==> config.mk <==
export PLATFORM = sky130hd
export DESIGN_NAME = mult_share_arbiter
export DESIGN_NICKNAME = d
export VERILOG_FILES = /design/src/rtl/mult_share_arbiter.sv
export SDC_FILE = /design/constraint.sdc
export NUM_CORES = 1
export LEC_CHECK = 0
export ABC_CLOCK_PERIOD_IN_PS = 3600
export CAP_MARGIN = 20
export CORE_MARGIN = 2
export CORE_UTILIZATION = 27
export CTS_CLUSTER_DIAMETER = 80
export DETAILED_ROUTE_END_ITERATION = 7
export PLACE_DENSITY = 0.86
export SLEW_MARGIN = 20
export SYNTH_ARGS = -nofsm -noshare
export SYNTH_HDL_FRONTEND = slang
export SYNTH_SLANG_ARGS = --single-unit
==> constraint.sdc <==
create_clock -name clk -period 3.6 [get_ports clk]
set_clock_uncertainty 0.2 [all_clocks]
set_input_delay 0.72 -clock clk [delete_from_list [all_inputs] [get_ports clk]]
set_output_delay 0.72 -clock clk [all_outputs]
set_load 0.01 [all_outputs]
==> src/rtl/mult_share_arbiter.sv <==
// Round-robin arbiter sharing one registered signed multiplier among NUM_REQ requesters.
// Define MULT_SHARE_STATS_EN to add issue/stall counters with a synchronous clear.
module mult_share_arbiter #(
    parameter  int NUM_REQ = 4,
    parameter  int WIDTH_A = 10,
    parameter  int WIDTH_B = 8,
    localparam int WIDTH_C = WIDTH_A + WIDTH_B,
    localparam int ID_W    = $clog2(NUM_REQ)
) (
    input  logic                       clk,
    input  logic                       rst_n,
    input  logic [NUM_REQ-1:0]         req_valid,
    output logic [NUM_REQ-1:0]         req_ready,
    input  logic [NUM_REQ*WIDTH_A-1:0] req_a,
    input  logic [NUM_REQ*WIDTH_B-1:0] req_b,
    output logic                       mul_valid,
    output logic [WIDTH_A-1:0]         mul_a,
    output logic [WIDTH_B-1:0]         mul_b,
    input  logic [WIDTH_C-1:0]         mul_c,
    output logic                       rsp_valid,
    input  logic                       rsp_ready,
    output logic [ID_W-1:0]            rsp_id,
    output logic [WIDTH_C-1:0]         rsp_c
`ifdef MULT_SHARE_STATS_EN
    ,
    input  logic                       stat_clear,
    output logic [31:0]                stat_issue_cnt,
    output logic [31:0]                stat_stall_cnt
`endif
);

    logic [ID_W-1:0] rr_ptr;
    logic [ID_W-1:0] grant_idx;
    logic [ID_W-1:0] next_ptr;
    logic            grant_found;
    logic            can_issue;
    logic            issue;

    assign can_issue = !rsp_valid || rsp_ready;
    assign issue     = can_issue && grant_found;
    assign rsp_c     = mul_c;
    assign next_ptr  = (grant_idx == ID_W'(NUM_REQ - 1)) ? '0 : grant_idx + ID_W'(1);

    // Scan requesters starting at rr_ptr, wrapping; the first valid one wins.
    always_comb begin
        int idx;
        idx         = 0;
        grant_found = 1'b0;
        grant_idx   = '0;
        for (int k = 0; k < NUM_REQ; k++) begin
            idx = int'(rr_ptr) + k;
            if (idx >= NUM_REQ) begin
                idx = idx - NUM_REQ;
            end
            if (!grant_found && req_valid[idx]) begin
                grant_found = 1'b1;
                grant_idx   = idx[ID_W-1:0];
            end
        end
    end

    always_comb begin
        req_ready = '0;
        mul_valid = 1'b0;
        mul_a     = '0;
        mul_b     = '0;
        if (issue) begin
            req_ready[grant_idx] = 1'b1;
            mul_valid            = 1'b1;
            mul_a                = req_a[grant_idx*WIDTH_A +: WIDTH_A];
            mul_b                = req_b[grant_idx*WIDTH_B +: WIDTH_B];
        end
    end

    always_ff @(posedge clk or negedge rst_n) begin
        if (!rst_n) begin
            rr_ptr    <= '0;
            rsp_id    <= '0;
            rsp_valid <= 1'b0;
        end else if (issue) begin
            rr_ptr    <= next_ptr;
            rsp_id    <= grant_idx;
            rsp_valid <= 1'b1;
        end else if (rsp_valid && rsp_ready) begin
            rsp_valid <= 1'b0;
        end
    end

`ifdef MULT_SHARE_STATS_EN
    logic stall;
    assign stall = |req_valid && !can_issue;

    // Clear wins over increment; both counters stick at all-ones.
    always_ff @(posedge clk or negedge rst_n) begin
        if (!rst_n) begin
            stat_issue_cnt <= '0;
            stat_stall_cnt <= '0;
        end else if (stat_clear) begin
            stat_issue_cnt <= '0;
            stat_stall_cnt <= '0;
        end else begin
            if (issue && (stat_issue_cnt != '1)) begin
                stat_issue_cnt <= stat_issue_cnt + 32'd1;
            end
            if (stall && (stat_stall_cnt != '1)) begin
                stat_stall_cnt <= stat_stall_cnt + 32'd1;
            end
        end
    end
`endif

endmodule

---- Word-level counts from Yosys, hierarchy flattened ----
Cells that the tools add are included.
storage, ports and cells
  flip-flop bits (word level) ............. 5
cells by class
  equal/unequal tests ..................... 1
  $mul .................................... 1
  muxes and demuxes ....................... 33
  reduce and logical (&&, ||, !) cells .... 12
  shifts and indexed selects .............. 2
  $lt $le $gt $ge ......................... 10
  $add $sub $neg .......................... 8
operator list
  cell                                                                   count
  32-bit by 4-bit < comparator with 1-bit output, second input constant  4
  32-bit 2-to-1 mux                                                      4
  40-bit by 7-bit variable part select with 10-bit output                1
  32-bit by 6-bit variable part select with 8-bit output                 1
  1-bit 2-to-1 mux                                                       16
  3-bit by 3-bit subtractor with 4-bit output, second input constant     3
  10-bit 2-to-1 mux                                                      1
  2-bit 2-to-1 mux                                                       5
  3-bit >= comparator, second input constant                             3
  1-bit binary-select mux with 2-bit select                              4
  8-bit 2-to-1 mux                                                       1
  2-bit by 2-bit adder with 3-bit output, second input constant          2
  1-bit logical AND                                                      6
  2-bit by 3-bit multiplier with 5-bit output, second input constant     1
  1-bit logical NOT                                                      4
  4-bit 2-to-1 mux                                                       1
  2-bit by 3-bit subtractor with 4-bit output, second input constant     1
  2-bit by 1-bit adder with 3-bit output, second input constant          1
  2-bit by 3-bit >= comparator with 1-bit output, second input constant  1
  2-bit by 3-bit < comparator with 1-bit output, second input constant   1
  2-bit by 1-bit adder with 2-bit output, second input constant          1
  1-bit demux with 2-bit select                                          1
  2-bit == test, second input constant                                   1
  2-bit by 1-bit >= comparator with 1-bit output, second input constant  1
  other kinds (2)                                                        2

---- Depth between registers and ports, before layout ----
  depth after elaboration ................. 20
  depth in mapped cells ................... 8
  mapped depth without buffers ............ 6

---- Worst setup path before layout ----
Ideal clock, no wire load.
  kind .................................... input to output
  start ................................... input port req_valid[3]
  end ..................................... output port mul_a[1]
  stages .................................. 7
  path buffers ............................ 1
  arrival time ............................ 1.722 ns
  path slack .............................. 0.958 ns
  data required time ...................... 2.680 ns
  path through ............................ nor2b_1 o21ai_0 o211a_2 inv_4 buf_12 mux2i_1 o22ai_1
between the ends
  word-level cells in the longest chain between the ends .. 16
ends and longest elaborated chain
  item                                                         line  text
  start: declaration                                           12    input logic [NUM_REQ-1:0] req_valid,
  1-bit binary-select mux with 2-bit select                    55    if (!grant_found && req_valid[idx]) begin
  1-bit 2-to-1 mux (not written as such) (2 in a row)          55
  1-bit 2-to-1 mux                                             55
  1-bit logical NOT                                            55
  1-bit logical AND                                            55
  1-bit 2-to-1 mux                                             55
  1-bit logical NOT                                            55
  1-bit logical AND                                            55
  1-bit 2-to-1 mux                                             55
  1-bit logical NOT                                            55
  1-bit logical AND                                            55
  2-bit 2-to-1 mux (*)                                         55
  named net grant_idx[0]                                       33    logic [ID_W-1:0] grant_idx;
  2-bit by 3-bit multiplier with 5-bit output (*)              70    mul_a = req_a[grant_idx*WIDTH_A +: WIDTH_A];
  40-bit by 7-bit variable part select with 10-bit output (*)  70
  10-bit 2-to-1 mux (*)                                        67    if (issue) begin
  end: declaration                                             17    output logic [WIDTH_A-1:0] mul_a,
Mark *: on every way through the listed nets, which the timed path passes. The rest lies on a longest branch. The select of a mux whose other input is x is not followed.

---- Worst setup path after layout ----
  start ................................... input port req_valid[3]
  end ..................................... output port req_ready[0]
between the ends
  word-level cells in the longest chain between the ends .. 18
ends and longest elaborated chain
  item                                                                                                                                   line  text
  1-bit binary-select mux with 2-bit select                                                                                              55
  1-bit 2-to-1 mux (not written as such) (2 in a row)                                                                                    55
  1-bit 2-to-1 mux                                                                                                                       55
  1-bit logical NOT                                                                                                                      55
  1-bit logical AND                                                                                                                      55
  1-bit 2-to-1 mux                                                                                                                       55
  1-bit logical NOT                                                                                                                      55
  1-bit logical AND                                                                                                                      55
  [2 not listed]                                                                                                                         --
  1-bit logical AND                                                                                                                      55
  2-bit 2-to-1 mux (*)                                                                                                                   55
  named net grant_idx[0]                                                                                                                 33
  2-bit by 3-bit < comparator with 1-bit output (not written as such) or 2-bit by 1-bit >= comparator with 1-bit output (tied branches)  68    req_ready[grant_idx] = 1'b1;
  1-bit logical AND (not written as such)                                                                                                68
  1-bit 2-to-1 mux (not written as such)                                                                                                 68
  1-bit demux with 2-bit select (*)                                                                                                      68
  4-bit 2-to-1 mux (*)                                                                                                                   67
  end: declaration                                                                                                                       13    output logic [NUM_REQ-1:0] req_ready,
Marks and branches as above.

==> flow_metrics.env <==
export IMPL_outcome="finished, final reports clean"
export IMPL_drc=0
export IMPL_fin_crit_sh_pct=94.3
export IMPL_critPathLaunchType="primary input"
export IMPL_cp_end_kind="output pin"
export IMPL_synth_fp_nets=224
export IMPL_root_buffer="clkbuf_8"
export IMPL_antenna_found_initial=0
export IMPL_hold_violations=0
export IMPL_max_freq_ghz=0.295
export IMPL_cp_max_fo=13
export IMPL_yosysTopAreaCell="mux2i_1"
export IMPL_drtIter0Drc=31
export IMPL_cts_tree="done"
export IMPL_tightestPinTransition_ns=0.448
export IMPL_grt_max_degree=14
export IMPL_place_congestion=0.709
export IMPL_grt_pass1_vias=1280
export IMPL_path_clk_slew_ns=0.03
export IMPL_p_per_area_nw_per_um2=414
export IMPL_die_h_um=66.9
export IMPL_maxCapViolations=0
export IMPL_yosysTopAreaCellShare_pct=33.7
export IMPL_overflow=0
export IMPL_wirelength_um=3770
export IMPL_h_tree_depth=1
export IMPL_area_delta_synth_final_pct=104
export IMPL_required_ns=2.68
export IMPL_ys_types=27
export IMPL_hold_ws_ns=0.332
export IMPL_setup_violations=0
export IMPL_max_clock_path_buffers=2
export IMPL_grt_total_usage_pct=16.9
export IMPL_hp_class="register to register"
export IMPL_synth_seq_area_share_pct=11.7
export IMPL_die_w_um=66.9
export IMPL_ctsHoldBuffers=0
export IMPL_post_route_util_pct=58.2
export IMPL_rsz0062_at_grt="false"
export IMPL_num_vias=1287
export IMPL_place_hpwl_um=3180
export IMPL_cts_sinks=5
export IMPL_die_area_um2=4480
export IMPL_mostFrequentLayoutCells="clkdlybuf4s50_1, mux2i_1, dlygate4sd2_1"
export IMPL_ir_worst_vdd_mv=0.176
export IMPL_synth_seq_cells=5
export IMPL_core_um2=3740
export IMPL_row_count=22
export IMPL_drive_gt1_share_pct=14.0
export IMPL_wl_per_cell_um=13.7
export IMPL_nets=330
export IMPL_start_util_pct=28.5
export IMPL_syn_inst=123
export IMPL_timing_max_transition_violations_final=0
export IMPL_min_period_ns=3.39
export IMPL_netlist_area_um2=1070
export IMPL_crit_type="primary input to output pin"
export IMPL_ios=141
export IMPL_final_common_cell="clkdlybuf4s50_1"
export IMPL_nFillCells=366
export IMPL_portBuffers=104
export IMPL_p_leak_nw=1.05
export IMPL_ant_nets=0
export IMPL_synth_area_top_cells="mux2i_1, buf_4, dfrtp_1"
export IMPL_crit_arrival_ns=2.47
export IMPL_syn_area_per_cell_um2=8.69
export IMPL_cts_buffers=3
export IMPL_finalPower_w=0.000901
export IMPL_maxSlewHeadroom_pct=69.8
export IMPL_clk_latency_ns=0.23
export IMPL_drtPass1Iterations=4
export IMPL_viasPerCell=4.66
export IMPL_yosysWarnings=0
export IMPL_n_antenna_cell=0
export IMPL_grt_pass1_wl_um=5700
[power by group]
group           total, W  switching [W]  internal (W)
Sequential     0.0000890      0.0000164     0.0000726
Clock           0.000105      0.0000294     0.0000761
Combinational   0.000707       0.000292      0.000414
[what timing repair did]
| item | 4_1_cts | 5_1_grt |
|---|---|---|
| hold endpoints to repair | 0 | 0 |
| buffers inserted | 4 | 5 |
| endpoints found under the setup margin | 22 | 17 |
| resized for setup | 23 | 3 |
| pin swaps | 2 | 1 |
[per-stage QoR]
| stage | instance area (µm²) | setup TNS (ns) | std cells | setup WS, ns |
|---|---|---|---|---|
| floorplan | 1070 | 0 | 123 | 0.958 |
| global placement | 2080 | -3.02 | 263 | -0.186 |
| detailed placement | 2080 | -3.60 | 263 | -0.235 |
| CTS | 2130 | 0 | 271 | 0.00104 |
| global route | 2180 | 0 | 276 | 0.0957 |
| finish | 2180 | 0 | 276 | 0.205 |
[registers in the layout (all words and copies together) (netlist names)]
register	cells
rsp_valid	1
rr_ptr	2
rsp_id	2
[cells by family after synthesis]
kind of cell,share of synthesized area (%)
AND/OR/NAND/NOR,8.20
AO/OA/AOI/OAI,18.0
flip-flops,11.7
multiplexers,33.7
adder cells (fa/ha/maj),4.68
buffers and inverters,23.7
[critical path, stage by stage]
cell	delay, ns
dlygate4sd2_1	0.28
nor2b_1	0.08
o21ai_1	0.16
o211a_2	0.24
inv_4	0.05
buf_12	0.15
ha_1	0.20
and2_1	0.13
clkdlybuf4s50_1	0.47
[cell usage after synthesis]
cell type / instances
ha_1: 4
mux2i_1: 36
o22ai_1: 18
nand3_1: 1
a21oi_1: 1
inv_4: 1
buf_12: 2
o211a_1: 1
buf_4: 19
nor2b_1: 1
nor2_1: 2
and2_1: 4
o211a_2: 1
nand2_2: 2
buf_8: 1
o21a_1: 1
nand2_1: 5
nor4_1: 1
clkbuf_1: 1
inv_2: 1
nand2b_1: 1
a21o_1: 1
buf_6: 2
inv_1: 5
a221oi_2: 1
o21ai_0: 5
dfrtp_1: 5
[area by class of cell]
class	count	area (µm²)	area share [%]
Inverter	7	28.8	1.32
Tap cell	48	60.1	2.76
Multi-Input combinational cell	86	694	31.9
Timing Repair Buffer	126	1220	56.2
Clock buffer	4	45.0	2.07
Sequential cell	5	125	5.74
[metal layers]
metal	track usage, %	vias to the layer above	share of wire [%]
met1	16.9	569	35
met4	7.65	0	1.8
met3	4.22	6	9.2
met2	32.5	69	54
met5	0	-	0
li1	-	643	-
[worst paths after layout]
| path | to | depth (start not counted) | start | slack (ns) |
|---|---|---|---|---|
| worst min register to register | rsp_id[1] | 2 | rsp_id[1] | 0.33 |
| worst max-delay path | req_ready[0] | 9 | req_valid[3] | 0.21 |
| worst max register to register | rr_ptr[1] | 9 | rr_ptr[1] | 1.59 |
| worst min-delay path | rsp_id[1] | 2 | rsp_id[1] | 0.33 |
| min in group asynchronous | rsp_valid | 1 | rst_n | 0.51 |
| max in group asynchronous | rsp_id[0] | 1 | rst_n | 2.50 |
Power figures use the tool's default switching activity.
